<file path="config.mk">
export PLATFORM = sky130hd
export DESIGN_NAME = plru_array
export DESIGN_NICKNAME = d
export VERILOG_FILES = /design/src/rtl/plru_pkg.sv /design/src/rtl/plru_tree.sv /design/src/rtl/plru_array.sv
export SDC_FILE = /design/constraint.sdc
export NUM_CORES = 1
export LEC_CHECK = 0
export ABC_CLOCK_PERIOD_IN_PS = 3000
export CORE_ASPECT_RATIO = 1.5
export CORE_UTILIZATION = 53
export CTS_BUF_LIST = sky130_fd_sc_hd__clkbuf_8 sky130_fd_sc_hd__clkbuf_16
export CTS_CLUSTER_SIZE = 16
export DETAILED_ROUTE_END_ITERATION = 10
export PLACE_DENSITY_LB_ADDON = 0.15
export SETUP_SLACK_MARGIN = 0.3
export SLEW_MARGIN = 20
export SYNTH_ARGS = -nofsm -noshare
export SYNTH_HDL_FRONTEND = slang
export SYNTH_SLANG_ARGS = --single-unit
export TNS_END_PERCENT = 10
</file>
<file path="constraint.sdc">
create_clock -name clk -period 3 [get_ports clk]
set_input_delay 0.6 -clock clk [delete_from_list [all_inputs] [get_ports clk]]
set_output_delay 0.6 -clock clk [all_outputs]
set_load 0.05 [all_outputs]
</file>
<file path="src/rtl/plru_pkg.sv">
// Shared types and constants for the tree pseudo-LRU replacement array.
// Trees are sized for the widest supported associativity; modules slice what they need.
package plru_pkg;

    localparam int MAX_WAYS = 32;

    typedef logic [MAX_WAYS-2:0] tree_t;

    typedef enum logic {
        IDLE,
        FLUSH
    } state_t;

    localparam tree_t PLRU_RESET = '1;

endpackage

</file>
<file path="src/rtl/plru_tree.sv">
// Combinational tree-PLRU core: applies an MRU touch to one tree and decodes its victim.
// Heap-ordered nodes; a node bit of 1 steers the victim toward the lower-numbered half.
module plru_tree #(
    parameter int NUM_WAYS = 8,
    localparam int W_WAY   = $clog2(NUM_WAYS)
) (
    input  logic [NUM_WAYS-2:0] tree,
    input  logic [W_WAY-1:0]    touch_way,
    output logic [NUM_WAYS-2:0] tree_next,
    output logic [W_WAY-1:0]    victim
);

    // A node lies on the touched way's path when the way's upper bits match the node position.
    for (genvar n = 0; n < NUM_WAYS - 1; n++) begin : g_node
        localparam int LEVEL = $clog2(n + 2) - 1;
        localparam int POS   = n + 1 - 2 ** LEVEL;

        logic on_path;

        assign on_path      = (touch_way >> (W_WAY - LEVEL)) == W_WAY'(POS);
        assign tree_next[n] = on_path ? touch_way[W_WAY-1-LEVEL] : tree[n];
    end

    // Padding to NUM_WAYS bits lets a W_WAY-wide node index address the tree exactly.
    logic [NUM_WAYS-1:0] padded;
    logic [W_WAY-1:0]    node;

    assign padded = {1'b0, tree};

    always_comb begin
        node   = '0;
        victim = '0;
        for (int d = 0; d < W_WAY; d++) begin
            victim[W_WAY-1-d] = ~padded[node];
            node = (node << 1) + (padded[node] ? W_WAY'(1) : W_WAY'(2));
        end
    end

endmodule

</file>
<file path="src/rtl/plru_array.sv">
// Per-set tree pseudo-LRU state with registered victim lookup, MRU touch updates,
// an invalid-way override and a walking flush back to the reset state.
module plru_array
    import plru_pkg::*;
#(
    parameter int S_INDEX  = 3,
    parameter int NUM_WAYS = 8,
    localparam int W_WAY   = $clog2(NUM_WAYS)
) (
    input  logic                clk,
    input  logic                rst,
    input  logic                rd_valid,
    input  logic [S_INDEX-1:0]  rd_index,
    input  logic [NUM_WAYS-1:0] inv_mask,
    input  logic                upd_valid,
    input  logic [S_INDEX-1:0]  upd_index,
    input  logic [W_WAY-1:0]    upd_way,
    input  logic                flush_req,
    output logic                victim_valid,
    output logic [W_WAY-1:0]    victim_way,
    output logic                victim_inv,
    output logic                busy
);

    localparam int NUM_SETS = 2 ** S_INDEX;
    localparam int W_TREE   = NUM_WAYS - 1;
    localparam logic [W_TREE-1:0] TREE_ONES = PLRU_RESET[W_TREE-1:0];

    state_t             state;
    logic [S_INDEX-1:0] ptr;
    logic [W_TREE-1:0]  trees [NUM_SETS];

    logic              rd_go;
    logic              upd_go;
    logic [W_TREE-1:0] upd_tree_next;
    logic [W_TREE-1:0] lookup_tree;
    logic [W_TREE-1:0] unused_lookup_next;
    logic [W_WAY-1:0]  tree_victim;
    logic [W_WAY-1:0]  unused_upd_victim;
    logic [W_WAY-1:0]  inv_way;

    assign rd_go  = rd_valid && (state == IDLE);
    assign upd_go = upd_valid && (state == IDLE);

    plru_tree #(.NUM_WAYS(NUM_WAYS)) u_upd_tree (
        .tree      (trees[upd_index]),
        .touch_way (upd_way),
        .tree_next (upd_tree_next),
        .victim    (unused_upd_victim)
    );

    // Write-first: a lookup of the set being touched sees the post-touch tree.
    assign lookup_tree = (upd_go && (upd_index == rd_index)) ? upd_tree_next : trees[rd_index];

    plru_tree #(.NUM_WAYS(NUM_WAYS)) u_lookup_tree (
        .tree      (lookup_tree),
        .touch_way (upd_way),
        .tree_next (unused_lookup_next),
        .victim    (tree_victim)
    );

    always_comb begin
        inv_way = '0;
        for (int i = NUM_WAYS - 1; i >= 0; i--) begin
            if (inv_mask[i]) begin
                inv_way = W_WAY'(i);
            end
        end
    end

    always_ff @(posedge clk or posedge rst) begin
        if (rst) begin
            for (int s = 0; s < NUM_SETS; s++) begin
                trees[s] <= TREE_ONES;
            end
        end else if (state == FLUSH) begin
            trees[ptr] <= TREE_ONES;
        end else if (upd_go) begin
            trees[upd_index] <= upd_tree_next;
        end
    end

    // The invalid-way override only affects the reported victim, never the tree.
    always_ff @(posedge clk or posedge rst) begin
        if (rst) begin
            state        <= IDLE;
            ptr          <= '0;
            busy         <= 1'b0;
            victim_valid <= 1'b0;
            victim_way   <= '0;
            victim_inv   <= 1'b0;
        end else begin
            victim_valid <= rd_go;
            if (rd_go) begin
                victim_inv <= |inv_mask;
                victim_way <= (|inv_mask) ? inv_way : tree_victim;
            end
            case (state)
                IDLE: begin
                    if (flush_req) begin
                        state <= FLUSH;
                        ptr   <= '0;
                        busy  <= 1'b1;
                    end
                end
                FLUSH: begin
                    ptr <= ptr + 1'b1;
                    if (ptr == '1) begin
                        state <= IDLE;
                        busy  <= 1'b0;
                    end
                end
                default: begin
                    state <= IDLE;
                    busy  <= 1'b0;
                end
            endcase
        end
    end

endmodule

</file>
== Word level (Yosys, flattened, before mapping) ==
Index checks and enable logic that the tools add are counted.
Widths: inputs -> output; s select.

* Register bits: 66
* Output and inout port bits: 6
* Bits of input ports: 22

* Bitwise logic cells: 8
* Add/sub/neg operators: 2
* Mux-type cells: 43
* Reductions and logical operators: 10
* Magnitude comparators: 7
* Eq/ne operators: 7

{| class="wikitable"
|+ Operator list
! cell !! count
|-
| $mux 56 || 2
|-
| $bwmux 56 || 1
|-
| $or 56x56->56 || 1
|-
| $mux 7 || 7
|-
| $bmux 7 s3 || 2
|-
| $demux 7 s3 || 2
|-
| $mux 3 || 10
|-
| $ge 4x4->1 const B || 3
|-
| $mux 1 || 12
|-
| $not 3->4 || 3
|-
| $lt 3x4->1 const B || 2
|-
| $lt 4x1->1 const B || 2
|-
| $reduce_or 8->1 || 1
|-
| $bmux 1 s3 || 2
|-
| $logic_not 3->1 || 2
|-
| $pmux 3 s2 || 1
|-
| $logic_and 1x1->1 || 5
|-
| $eq 2x2->1 const B || 2
|-
| $mux 2 || 2
|-
| $not 1->1 || 4
|-
| $pmux 1 s2 || 2
|-
| $add 3x1->3 const B || 1
|-
| $add 3x2->3 || 1
|-
| $eq 3x3->1 || 1
|-
| 6 further kinds || 6
|}

== Longest topological paths before layout ==
* Depth in word-level cells: 15
* Depth in mapped cells: 14

== Cells and area by module ==
Synthesis repeated with hierarchy kept, for this count alone.

* Cells, all modules: 326
* Area, all modules: 3,961.3 sq um

{| class="wikitable"
|+ Modules (own cells, without submodules)
! module !! area each (sq um) !! cells an instance !! times used
|-
| plru_array || 3,686.0 || 290 || 1
|-
| plru_tree || 137.6 || 18 || 2
|}

== Worst setup path before layout ==
OpenSTA, ideal clock, no wires.

* Path kind: in2reg
* From: input upd_index[2]
* To: register victim_way[0]
* Buffers on the path: 2
* Required time: 2.875 ns
* Path slack: -0.359 ns
* Stages on the path: 14
* Data arrival time: 3.234 ns
* Cells stage by stage: buf_2 -> buf_2 -> and4b_1 -> a311oi_2 -> a21oi_4 -> o211ai_1 -> o21ai_1 -> ha_1 -> inv_1 -> a211o_1 -> or4_1 -> a21o_1 -> o2111ai_1 -> o21ai_1

* Longest elaborated chain between the ends: 14

{| class="wikitable"
|+ Ends and longest elaborated chain
! element !! line !! text
|-
| start: declaration || plru_array.sv:16 || <nowiki>input logic [S_INDEX-1:0] upd_index,</nowiki>
|-
| $not 3->4 (not written as such) || plru_array.sv:46 || <nowiki>.tree (trees[upd_index]),</nowiki>
|-
| $bmux 7 s3 || plru_array.sv:46 ||
|-
| $mux 7 (not written as such) (2 in series) || plru_array.sv:46 ||
|-
| $mux 1 || plru_tree.sv:21 || <nowiki>assign tree_next[n] = on_path ? touch_way[W_WAY-1-LEVEL] : tree[n];</nowiki>
|-
| $mux 7 (*) || plru_array.sv:53 || <nowiki>assign lookup_tree = (upd_go && (upd_index == rd_index)) ? upd_tree_next : trees[rd_index];</nowiki>
|-
| $bmux 1 s3 || plru_tree.sv:35 || <nowiki>node = (node << 1) + (padded[node] ? W_WAY'(1) : W_WAY'(2));</nowiki>
|-
| $mux 1 (not written as such) || plru_tree.sv:35 ||
|-
| $mux 2 || plru_tree.sv:35 ||
|-
| $add 3x2->3 || plru_tree.sv:35 ||
|-
| $bmux 1 s3 (*) || - ||
|-
| $mux 1 (*) || - ||
|-
| $not 1->1 (*) || plru_tree.sv:34 || <nowiki>victim[W_WAY-1-d] = ~padded[node];</nowiki>
|-
| $mux 3 (*) || plru_array.sv:96 || <nowiki>victim_way <= (|inv_mask) ? inv_way : tree_victim;</nowiki>
|-
| end signal: assignment || plru_array.sv:96 ||
|-
| end: declaration || plru_array.sv:20 || <nowiki>output logic [W_WAY-1:0] victim_way,</nowiki>
|}

Every way passes the cells marked *; elsewhere a longest branch is shown, timed or not. The select of a mux whose other input is x is not followed.
A chain may end at the register's enable or synchronous reset.

== Worst setup path after layout ==
* From: input rd_index[0]
* To: register victim_way[0]

* Longest elaborated chain between the ends: 14

{| class="wikitable"
|+ Ends and longest elaborated chain
! element !! line !! text
|-
| start: declaration || plru_array.sv:13 || <nowiki>input logic [S_INDEX-1:0] rd_index,</nowiki>
|-
| $not 3->4 (not written as such) || plru_array.sv:53 ||
|-
| $bmux 7 s3 || plru_array.sv:53 ||
|-
| $mux 7 (not written as such) (2 in series) || plru_array.sv:53 ||
|-
| $mux 7 (*) || plru_array.sv:53 ||
|-
| $mux 2 || plru_tree.sv:35 ||
|-
| $bmux 1 s3 || plru_tree.sv:35 ||
|-
| $mux 1 (not written as such) || plru_tree.sv:35 ||
|-
| $mux 2 || plru_tree.sv:35 ||
|-
| $add 3x2->3 || plru_tree.sv:35 ||
|-
| $bmux 1 s3 (*) || - ||
|-
| $mux 1 (*) || - ||
|-
| $not 1->1 (*) || plru_tree.sv:34 ||
|-
| $mux 3 (*) || plru_array.sv:96 ||
|}

Marked as above.

==> flow_summary.ini <==
[cells_and_area]
drive_gt1_share_pct = 38.8
mostFrequentLayoutCells = buf_4 (65), dfstp_2 (56), nor2_1 (40), a21oi_1 (39), o21ai_0 (33)
diodes = 0
layout_commonest_cell = buf_4
fin_nets = 500
area_delta_synth_final_pct = 27.7
final_cells = 580
fin_util_pct = 69.6

[power_and_ir_drop]
ir_worst_vdd_mv = 0.544
finalPower_w = 0.00405
p_int_w = 0.00247
power_density_nw_per_um2 = 810
p_leak_nw = 2.01
power_frac_comb_pct = 43.0
swShare_pct = 38.9
power_frac_seq_pct = 40.0
p_clk_share_pct = 17.0
switchingPower_w = 0.00157

[synth]
async_flop_share_pct = 100
seq_area_frac_synth_pct = 44.0
syn_nets = 410
synth_flop_cell = dfstp_2
syn_inst = 385
syn_area_um2 = 3910
synth_area_per_cell_um2 = 10.2
ys_types = 56
ys.warnings.count = 0
synth-edff-count = 0
ys_seq_elements = 66

[outcome]
status = complete, no violations

[clocking]
clock_sinks = 66
cts_made_buffers = 9
ctsHoldBuffers = 0
cts-root-buf = clkbuf_8
tritoncts = done
clock_latency_ps = 380
cts_max_path_buffers = 2
cts_max_level = 3
clk_pin_slew_worst_paths_ps = 90

[floorplanning]
dieArea_um2 = 7730
die_h_um = 107
io-pin-count = 28
num_rows = 38
die_w_um = 72.1
start_util_pct = 54.5
core_area_um2 = 7180

[timing]
timing.final.ws_setup_ps = 80.8
relSlewSlack_pct = 45.8
skew_ps = 19.1
fin_crit_sh_pct = 97.3
period_needed_ps = 2920
fmax_mhz = 343
rsz0062_at_grt = yes
finalHoldViolations = 0
tightest_slew_ps = 808
slew_viol_final = 0
setup_violations = 0
setup_tns_ps = 0

[detailed_routing]
drtIter0Drc = 389
first_pass_iters = 5
wl_per_cell_um = 20.3
vias = 3584
drc_errors = 0
routed_wirelength_mm = 11.8
ant_nets = 0
viasPerCell = 6.18

[worst_setup_path]
worstPathArrival_ps = 3190
cp-start-kind = input pin
path_max_fanout = 4
worst_setup_path_end_kind = register
required_ps = 3270
cp_slowest_cell = mux4_2
cp_cell_sequence = buf_8 > buf_6 > mux4_2 > mux2i_1 > nand2_1 > o211ai_1 > o21ai_1 > ha_1 > inv_2 > a211o_1 > or4_1 > a21o_1 > o2111ai_2 > o21ai_1
path_class = in -> reg
crit_path_frequent_cell = o21ai_1
slowest_delay_ps = 480

[run]
timing.max_cap.violations = 0

[placement]
gp_congestion = 0.986
placed_cells = 548
pre_cts_ws_ps = -791
port_buffers = 27
dp_hpwl_mm = 8.34

[global_routing]
grt_max_degree = 67
grt_first_pass_wirelength_mm = 18.4
track_usage_pct = 32.9
gr-total-overflow = 0
antenna_found_initial = 0
grt_pass1_vias = 3548

[worst_hold_path]
hold_path_class = reg -> reg
## area by class of cell
class	count	area [um^2]
clock buffers	10	138
inverters	10	38.8
repair buffers	100	847
clock inverters	6	33.8
multi-input cells	288	2090
well taps	100	125
flip-flops and latches	66	1720
fillers	535	2190
## power groups by stage
| stage | clock network [W] | logic, W | registers (W) |
|---|---|---|---|
| final | 0.000687 | 0.00174 | 0.00162 |
| after global routing | 0.000733 | 0.00189 | 0.00165 |
| after CTS | 0.000693 | 0.00166 | 0.00160 |
| after detailed placement | 0 | 0.00159 | 0.00161 |
| after global placement | 0 | 0.00154 | 0.00159 |
| after floorplan | 0 | 0.000976 | 0.00161 |
## flip-flops by register name (all words and copies together) (netlist names)
| name | count |
|---|---|
| busy | 1 |
| victim_valid | 1 |
| victim_inv | 1 |
| victim_way | 3 |
| state | 1 |
| trees | 56 |
| ptr | 3 |
## synth_stat cells, drive strengths merged (6+ instances only)
| master | count | share of area [%] |
|---|---|---|
| mux4 | 17 | 10 |
| dfstp | 56 | 38 |
| nor3 | 21 | 2.7 |
| buf | 11 | 1.7 |
| nor2 | 41 | 3.9 |
| mux2 | 6 | 1.7 |
| nand2b | 8 | 1.3 |
| clkbuf | 10 | 0.96 |
| mux2i | 19 | 5.0 |
| a21oi | 40 | 5.4 |
| inv | 9 | 0.86 |
| o21ai | 40 | 5.1 |
| dfrtp | 10 | 6.4 |
| o22a | 9 | 2.0 |
| nand2 | 30 | 2.9 |
## path summary, 6_finish.rpt
kind	cells past startpoint	endpoint	slack (ps)	start
min	1	victim_way[2]	480	victim_way[2]
min in group asynchronous	3	victim_way[2]	610	rst
min reg2reg	1	victim_way[2]	480	victim_way[2]
max	14	victim_way[0]	80	rd_index[0]
max in group asynchronous	3	trees[26]	2030	rst
max reg2reg	12	victim_way[0]	90	trees[29]
## worst max-delay path: cells and delay by family
| kind | cells | cell delay, ps |
|---|---|---|
| fa+ha+maj | 1 | 330 |
| mux | 2 | 640 |
| simple gates | 2 | 510 |
| compound gates | 6 | 860 |
| buf+inv | 3 | 230 |
## cells by family (layout without fill, tap and decap cells)
group / after synthesis / count (layout) / share of synthesized area (%)
buffers and inverters: 31 / 126 / 3.65
DFF: 66 / 66 / 44.0
muxes: 42 / 42 / 17.0
AOI/OAI and AO/OA: 121 / 121 / 19.5
xor gates and xnor gates: 3 / 3 / 0.672
adders and majority gates: 3 / 3 / 0.960
and+or+nand+nor: 119 / 119 / 14.3
## repair_timing
| item | in CTS | in global routing |
|---|---|---|
| setup buffers | 12 | 3 |
| pin swaps | 10 | 6 |
| setup endpoints to repair | 1 | 1 |
| cloned | 1 | 0 |
| gates resized for setup | 48 | 3 |
## metal layers
layer / wire length (um) / track usage [%] / part of all wire (%)
met5: 0 / 0 / 0
met4: 593 / 19.7 / 5.0
met3: 903 / 8.18 / 7.7
met2: 5850 / 52.7 / 50
met1: 4410 / 39.3 / 38
## metrics by stage
step	hold WS [ps]	cell area [um^2]
after floorplan	478	3970
after global placement	461	4650
after detailed placement	465	4660
after CTS	484	4950
after global routing	491	4990
final	480	4990
(Power assumes the default switching activity.)
